===== src/rtl/bus_arbiter_2_pkg.sv =====
// bus_arbiter_2_pkg: shared state type, error word and bus widths for the two-host arbiter
package bus_arbiter_2_pkg;
  localparam int AW = 32;
  localparam int DW = 32;
  localparam int MW = 4;
  localparam logic [DW-1:0] BUS_ERR_DATA = 32'hDEADBEEF;
  typedef enum logic [1:0] {IDLE, BUSY, RESP} state_t;
endpackage


===== src/rtl/bus_arbiter_2_rr_pick2.sv =====
// rr_pick2: two-way round-robin selector that favours the host not served last
module rr_pick2 (
  input  logic [1:0] req,
  input  logic       last,
  output logic       grant,
  output logic       valid
);
  always_comb begin
    grant = &req ? ~last : req[1];
    valid = |req;
  end
endmodule


===== src/rtl/bus_arbiter_2.sv =====
// bus_arbiter_2: round-robin arbiter sharing one device port between two hosts, with device timeout
module bus_arbiter_2
  import bus_arbiter_2_pkg::*;
#(
  parameter int TIMEOUT_CYCLES = 255
) (
  input  logic          clk,
  input  logic          rst,
  input  logic [AW-1:0] h0_address,
  input  logic [DW-1:0] h0_data_write,
  input  logic [MW-1:0] h0_write_mask,
  input  logic          h0_wen,
  input  logic          h0_ren,
  output logic [DW-1:0] h0_data_read,
  output logic          h0_ready,
  input  logic [AW-1:0] h1_address,
  input  logic [DW-1:0] h1_data_write,
  input  logic [MW-1:0] h1_write_mask,
  input  logic          h1_wen,
  input  logic          h1_ren,
  output logic [DW-1:0] h1_data_read,
  output logic          h1_ready,
  output logic [AW-1:0] dev_address,
  output logic [DW-1:0] dev_data_write,
  output logic [MW-1:0] dev_write_mask,
  output logic          dev_wen,
  output logic          dev_ren,
  input  logic [DW-1:0] dev_data_read,
  input  logic          dev_ready,
  output logic          timeout_err
);
  state_t state;
  logic grant, last, pick, valid, timeout;
  logic [15:0] cnt;
  logic [DW-1:0] cap;
  logic [1:0] rdy;
  rr_pick2 u_pick (
    .req  ({h1_wen | h1_ren, h0_wen | h0_ren}),
    .last (last),
    .grant(pick),
    .valid(valid)
  );
  assign timeout = (cnt + 16'd1) == 16'(TIMEOUT_CYCLES);
  assign h0_ready = rdy[0];
  assign h1_ready = rdy[1];
  assign h0_data_read = rdy[0] ? cap : '0;
  assign h1_data_read = rdy[1] ? cap : '0;
  always_ff @(posedge clk) begin
    if (rst) begin
      state <= IDLE;
      grant <= 1'b0;
      last <= 1'b1;
      cnt <= '0;
      cap <= '0;
      rdy <= '0;
      timeout_err <= 1'b0;
      dev_address <= '0;
      dev_data_write <= '0;
      dev_write_mask <= '0;
      dev_wen <= 1'b0;
      dev_ren <= 1'b0;
    end else begin
      case (state)
        IDLE: if (valid) begin
          state <= BUSY;
          grant <= pick;
          cnt <= '0;
          dev_address <= pick ? h1_address : h0_address;
          dev_data_write <= pick ? h1_data_write : h0_data_write;
          dev_write_mask <= pick ? h1_write_mask : h0_write_mask;
          dev_wen <= pick ? h1_wen : h0_wen;
          dev_ren <= pick ? ~h1_wen & h1_ren : ~h0_wen & h0_ren;
        end
        BUSY: if (dev_ready || timeout) begin
          state <= RESP;
          cap <= dev_ready ? dev_data_read : BUS_ERR_DATA;
          timeout_err <= timeout_err | ~dev_ready;
          last <= dev_ready ? grant : last;
          rdy <= grant ? 2'b10 : 2'b01;
          dev_wen <= 1'b0;
          dev_ren <= 1'b0;
        end else begin
          cnt <= cnt + 16'd1;
        end
        default: begin
          state <= IDLE;
          rdy <= '0;
        end
      endcase
    end
  end
endmodule


===== config.mk =====
export PLATFORM = sky130hd
export DESIGN_NAME = bus_arbiter_2
export DESIGN_NICKNAME = d
export VERILOG_FILES = /design/src/rtl/bus_arbiter_2_pkg.sv /design/src/rtl/bus_arbiter_2_rr_pick2.sv /design/src/rtl/bus_arbiter_2.sv
export SDC_FILE = /design/constraint.sdc
export NUM_CORES = 1
export LEC_CHECK = 0
export ABC_AREA = 1
export CELL_PAD_IN_SITES_DETAIL_PLACEMENT = 1
export CELL_PAD_IN_SITES_GLOBAL_PLACEMENT = 2
export CORE_MARGIN = 2
export CORE_UTILIZATION = 22
export DETAILED_ROUTE_END_ITERATION = 16
export PLACE_DENSITY = 0.89
export SYNTH_ARGS = -nofsm -noshare
export SYNTH_HDL_FRONTEND = slang
export SYNTH_SLANG_ARGS = --single-unit

===== constraint.sdc =====
create_clock -name clk -period 3.9 [get_ports clk]
set_input_delay 0.78 -clock clk [delete_from_list [all_inputs] [get_ports clk]]
set_output_delay 0.78 -clock clk [all_outputs]
set_load 0.1 [all_outputs]

==> results of run 1 <==
## power breakdown
part	internal, mW	switching, mW
Sequential	1.40	0.0761
Combinational	0.451	1.11
Clock	0.952	0.670
Total	2.80	1.86
## logic make-up (layout without fill, tap and decap cells)
family / count (synthesis) / count (layout) / share of synthesized area (%)
other: 0 / 1 / 0
adder cells (fa/ha/maj): 2 / 2 / 0.394
buffers and inverters: 244 / 538 / 15.2
AO/OA/AOI/OAI: 165 / 165 / 15.7
AND/OR/NAND/NOR: 436 / 436 / 29.3
flip-flops: 125 / 125 / 39.5
## state kept, by name, indices dropped and copies added (netlist names)
register	flops
grant	1
dev_write_mask	4
state	2
last	1
dev_address	32
cnt	16
rdy	2
dev_data_write	32
dev_wen	1
cap	32
dev_ren	1
timeout_err	1
## how the worst min path moves through the flow
stage	start	cells after the start	end
3_5_place_dp	timeout_err	2	timeout_err
5_1_grt	cap[30]	2	cap[30]
3_3_place_gp	timeout_err	2	timeout_err
6_report	cap[19]	2	cap[19]
2_1_floorplan	last	2	last
4_1_cts	rdy[1]	2	rdy[1]
## routing by layer
layer	part of all wire [%]	GRT usage [%]
met1	42	18.3
met5	0	0
met4	2.8	6.69
met3	7.3	5.53
met2	48	28.4
## final cells by class
| class | instances | area [um2] | share of cell area [%] |
|---|---|---|---|
| well taps | 384 | 480 | 4.69 |
| flip-flops and latches | 125 | 2500 | 24.4 |
| clock inverters | 14 | 160 | 1.56 |
| diodes | 1 | 2.50 | 0.0244 |
| repair buffers | 323 | 3070 | 30.0 |
| clock buffers | 17 | 425 | 4.16 |
| multi-input cells | 603 | 2900 | 28.3 |
| inverters | 184 | 691 | 6.75 |
## layout by cell type, fill, tap and decap left out, drive strengths merged
| cell | netlist | final |
|---|---|---|
| o21ai | 33 | 33 |
| nor3 | 2 | 2 |
| nand4 | 5 | 5 |
| clkbuf | 51 | 17 |
| o211ai | 68 | 68 |
| nand3 | 101 | 101 |
| dfxtp | 125 | 125 |
| buf | 9 | 79 |
| nand2 | 297 | 297 |
| clkdlybuf4s50 | 0 | 244 |
| inv | 182 | 188 |
| diode | 0 | 1 |
| clkinvlp | 0 | 2 |
| bufinv | 0 | 2 |
| nor2 | 31 | 31 |
| clkinv | 2 | 6 |
| ha | 2 | 2 |
| a21oi | 64 | 64 |
## through the flow
step           power (mW)  std cells  worst slack [ps]  instance area (um2)
3_5_place_dp         3.08       1619              1100                 9650
2_1_floorplan        2.56        972               993                 6340
5_1_grt              4.87       1651              1080                10200
4_1_cts              4.73       1650              1100                10200
6_report             4.66       1651              1140                10200
3_3_place_gp         3.06       1619              1170                 9650
==> flow_metrics.tcl, run 1 <==
set metrics [dict create \
    endpoint_kind "primary output" \
    grt_max_degree 101 \
    hp-class "flip-flop to flip-flop" \
    globalRouteTotalUtil_pct 16.4 \
    postRouteAntennaNets 0 \
    postCtsSetupBuffers 0 \
    start_kind "flip-flop" \
    finalHoldViolCount 0 \
    pwr_density_cell_mw_per_mm2 455 \
    drtIter0Drc 249 \
    worst_slew_pin_slew_ps 1080 \
    viasPerCell 4.35 \
    synth_edf_count 0 \
    clkSinkCount 125 \
    cp.depth 1 \
    crit_arrival_ps 1980 \
    setup_tns_ps 0 \
    worst-path-max-fanout 2 \
    finalSetupViolCount 0 \
    antenna_found_initial 1 \
    rsz0062_at_grt "no" \
    ys_seq_area_share_pct 39.5 \
    coreArea_mm2 0.0285 \
    grt_overflow 0 \
    status "completed" \
    num_vias 7175 \
    layout-drive-gt1-share_pct 10.3 \
    routedWlPerCell_um 15.0 \
    totalWireLength_mm 24.8 \
    drc 0 \
    slowest_delay_ps 1210 \
    synthesis.area_mm2 0.00634 \
    gp_congestion 0.782 \
    die_h_um 174 \
    pin_count 312 \
    synth_top_area_share_pct 39.5 \
    clock_latency_ps 420 \
    cp_slowest_cell "clkdlybuf4s50_1" \
    cp_top_family "buffers and inverters" \
    die_width_um 174 \
    period_minus_slack_ps 2760 \
    leakagePower_nw 4.90 \
    row_count 62 \
    synth_nets 1149 \
    synth_most_common_cell "nand2_1" \
    cp_cell_sequence "clkdlybuf4s50_1" \
    slew_headroom_pct 28.0 \
    ctsResizeCount 0 \
    dieArea_mm2 0.0302 \
    start_util_pct 22.2 \
    holdWs_ps 464 \
    endpoint "dev_write_mask[3]" \
    rr_startpoint "cnt[1]" \
    root_buffer "clkbuf_16" \
    port_buffers 311 \
    post-route-period-util_pct 70.7 \
    synthCells 972 \
    area_delta_synth_final_pct 61.4 \
    htreeDepth 4 \
    cts_tree "done" \
    netlist-cell-type-count 25 \
    synth-seq-cells 125 \
    grt_pass1_wl_mm 39.5 \
    yosys-top-cells-area "dfxtp_1, nand2_1, inv_1" \
    r2r-end "cnt[6]" \
    finClkSkew_ps 10.8 \
    clock_path_buffers 2 \
    ir_drop_mv 0.194 \
    worstSetupPathType "flip-flop to primary output" \
    fillers 3565 \
    cts.clk_slew.worst_paths_ps 60 \
    async_reset_ff_share_pct 0 \
    fin_nets 1431 \
    drv_slew 0 \
    fmax_ghz 0.363 \
    dp_hpwl_mm 17.8 \
    r2r_slack_ps 1540 \
    numCtsBuffers 17 \
    drt-pass1-iter-count 4 \
    critPathLaunch "dev_write_mask[3]" \
    drv_cap 0 \
    ys.flop_type "dfxtp_1" \
    ff2ff_path_depth 14 \
    synth.avg_cell_area_um2 6.53 \
    ys_warn_count 0 \
    yosys-top-cells-count "nand2_1, inv_1, dfxtp_1" \
    netlist.top_cell.by_area "dfxtp_1" \
    fin_util_pct 35.9 \
    crit_buf_inv 1 \
    required_ps 3120 \
    ctsHoldBuffers 0 \
    grt_pass1_vias 7319 \
]
Note: power is estimated with default switching activity, not from simulation.
==> run 2: changes to the inputs <==
Settings changed: CORE_UTILIZATION 22 to 20, PLACE_DENSITY 0.89 to 0.82.
Clock period 3.9 ns to 2.8 ns, I/O delays scaled along.
==> run 2 against run 1 <==
  * Sequential power rose by 39%
  * Final cell count rose by 1.3%
  * Critical path type is now flip-flop to flip-flop
  * Highest routed layer unchanged
  * Die area rose by 9.8%
  * Clock skew fell by 1.1 ps
==> flow_metrics.tcl, run 2 (same netlist as run 1, synthesis figures left out) <==
set metrics [dict create \
    endpoint "cnt[4]" \
    pin_count 312 \
    row_count 65 \
    drv_slew 0 \
    start_kind "flip-flop" \
    cts_tree "done" \
    crit_arrival_ps 2650 \
    routedWlPerCell_um 14.6 \
    status "completed" \
    finalHoldViolCount 0 \
    grt_max_degree 71 \
    wl_met3_mm 1.74 \
    met1_length_mm 10.4 \
    internal_power_mw 4.23 \
    rsz0062_at_grt "no" \
    pwr-share-clk_pct 37.3 \
    critPathLaunch "cnt[1]" \
    grt_pass1_wl_mm 39.0 \
    drt-pass1-iter-count 4 \
    r2r_slack_ps 450 \
    ctsHoldBuffers 0 \
    finalSetupViolCount 0 \
    post-route-period-util_pct 83.8 \
    met2_length_mm 12.0 \
    fin_util_pct 35.2 \
    slew_headroom_pct 49.5 \
    coreArea_mm2 0.0314 \
    path_common_cell "nand2_1" \
    start_util_pct 20.2 \
    finalPower_mw 6.75 \
    drv_cap 0 \
    finClkSkew_ps 9.68 \
    rr_startpoint "cnt[1]" \
    p_sw_mw 2.52 \
    drtIter0Drc 180 \
    period_minus_slack_ps 2350 \
    most-common-layout-cells "nand2_1, inv_1, clkdlybuf4s50_1, dfxtp_1, nand3_1" \
    crit_buf_inv 0 \
    fin_nets 1435 \
    pwr_density_cell_mw_per_mm2 611 \
    die_h_um 182 \
    required_ps 3100 \
    cp_top_family "simple AND/OR/NAND/NOR gates" \
    ctsResizeCount 0 \
    final_common_cell "nand2_1" \
    layout-drive-gt1-share_pct 16.1 \
    fmax_ghz 0.426 \
    num_vias 7148 \
    worst-path-max-fanout 19 \
    r2r-end "cnt[4]" \
    clkSinkCount 125 \
    fillers 3800 \
    swShare_pct 37.3 \
    drc 0 \
    grt_pass1_vias 7344 \
    port_buffers 311 \
    root_buffer "clkbuf_16" \
    largest_registers "cap x32, dev_address x32, dev_data_write x32" \
    globalRouteTotalUtil_pct 14.8 \
    cts.clk_slew.worst_paths_ps 60 \
    dieArea_mm2 0.0332 \
    antenna_found_initial 0 \
    endpoint_kind "flip-flop" \
    postRouteAntennaNets 0 \
    hp-class "flip-flop to flip-flop" \
    postCtsSetupBuffers 0 \
    dp_hpwl_mm 18.2 \
    viasPerCell 4.27 \
    area_delta_synth_final_pct 74.2 \
    htreeDepth 4 \
    p_comb_share_pct 32.2 \
    cp.depth 12 \
    cp_slowest_cell "dfxtp_1" \
    clock_latency_ps 420 \
    ff2ff_path_depth 12 \
    totalWireLength_mm 24.5 \
    power_frac_seq_pct 30.4 \
    leakagePower_nw 5.25 \
    die_width_um 182 \
    numCtsBuffers 17 \
    holdWs_ps 462 \
    clock_path_buffers 2 \
    gp_congestion 0.782 \
    antennaDiodeCount 0 \
    ir_drop_mv 0.294 \
    worst_slew_pin_slew_ps 757 \
    slowest_delay_ps 410 \
    maxUsedRoutingLayer "met4" \
    grt_overflow 0 \
    worstSetupPathType "flip-flop to flip-flop" \
    setup_tns_ps 0 \
    cp_cell_sequence "ha_1 -> nand3_1 -> nor2_1 -> nand3_1 -> nand2_1 -> nand2_1 -> nor3_2 -> nand2_2 -> nand3_4 -> nand2_4 -> nand2_1 -> a21oi_1" \
]
==> run 2: cell count changes in the layout (fill, tap and decap cells not counted), sizes merged, moves of 3 or more <==
cell	change
bufinv	+3
inv	-6
buf	+74
clkdlybuf4s50	-70
clkbuf	+5
==> run 2: power groups by stage <==
stage / Combinational (mW) / Sequential (mW) / Clock [mW]
2_1_floorplan: 0.569 / 3.00 / 0
3_3_place_gp: 2.18 / 2.09 / 0
3_5_place_dp: 2.20 / 2.09 / 0
4_1_cts: 2.20 / 2.06 / 2.61
5_1_grt: 2.31 / 2.08 / 2.67
6_report: 2.18 / 2.06 / 2.52
==> run 2: worst min-delay path, cell delays in order (launching register included) <==
cell and delay (ps):
dfxtp_1 320, inv_1 50, a21oi_1 50
==> run 2: cell type report <==
class	instances	area, um2	area share [%]
flip-flops and latches	125	2500	22.6
inverters	184	692	6.26
clock inverters	10	185	1.68
well taps	402	503	4.55
repair buffers	327	3790	34.3
clock buffers	22	474	4.29
multi-input cells	603	2900	26.3
==> run 2: metrics by stage <==
step                      setup WS [ps]  cells  cell area (um2)
after floorplan                     113    972             6340
after global placement              400   1641            10400
after detailed placement            291   1641            10400
after CTS                           428   1673            11000
after global routing                146   1673            11000
final                               452   1673            11000
==> run 2: layer usage <==
metal / up-vias / GRT usage [%]
li1: 3630 / -
met1: 3288 / 17.1
met2: 210 / 26.1
met3: 20 / 4.97
met4: 0 / 4.39
met5: - / 0
==> run 2: worst min-delay path by stage <==
stage | startpoint | endpoint | slack, ps | cells after the start
finish | cap[19] | cap[19] | 460 | 2
global route | cap[19] | cap[19] | 490 | 2
CTS | cap[11] | cap[11] | 470 | 2
detailed placement | timeout_err | timeout_err | 450 | 2
global placement | rdy[1] | rdy[1] | 450 | 2
floorplan | last | last | 420 | 2
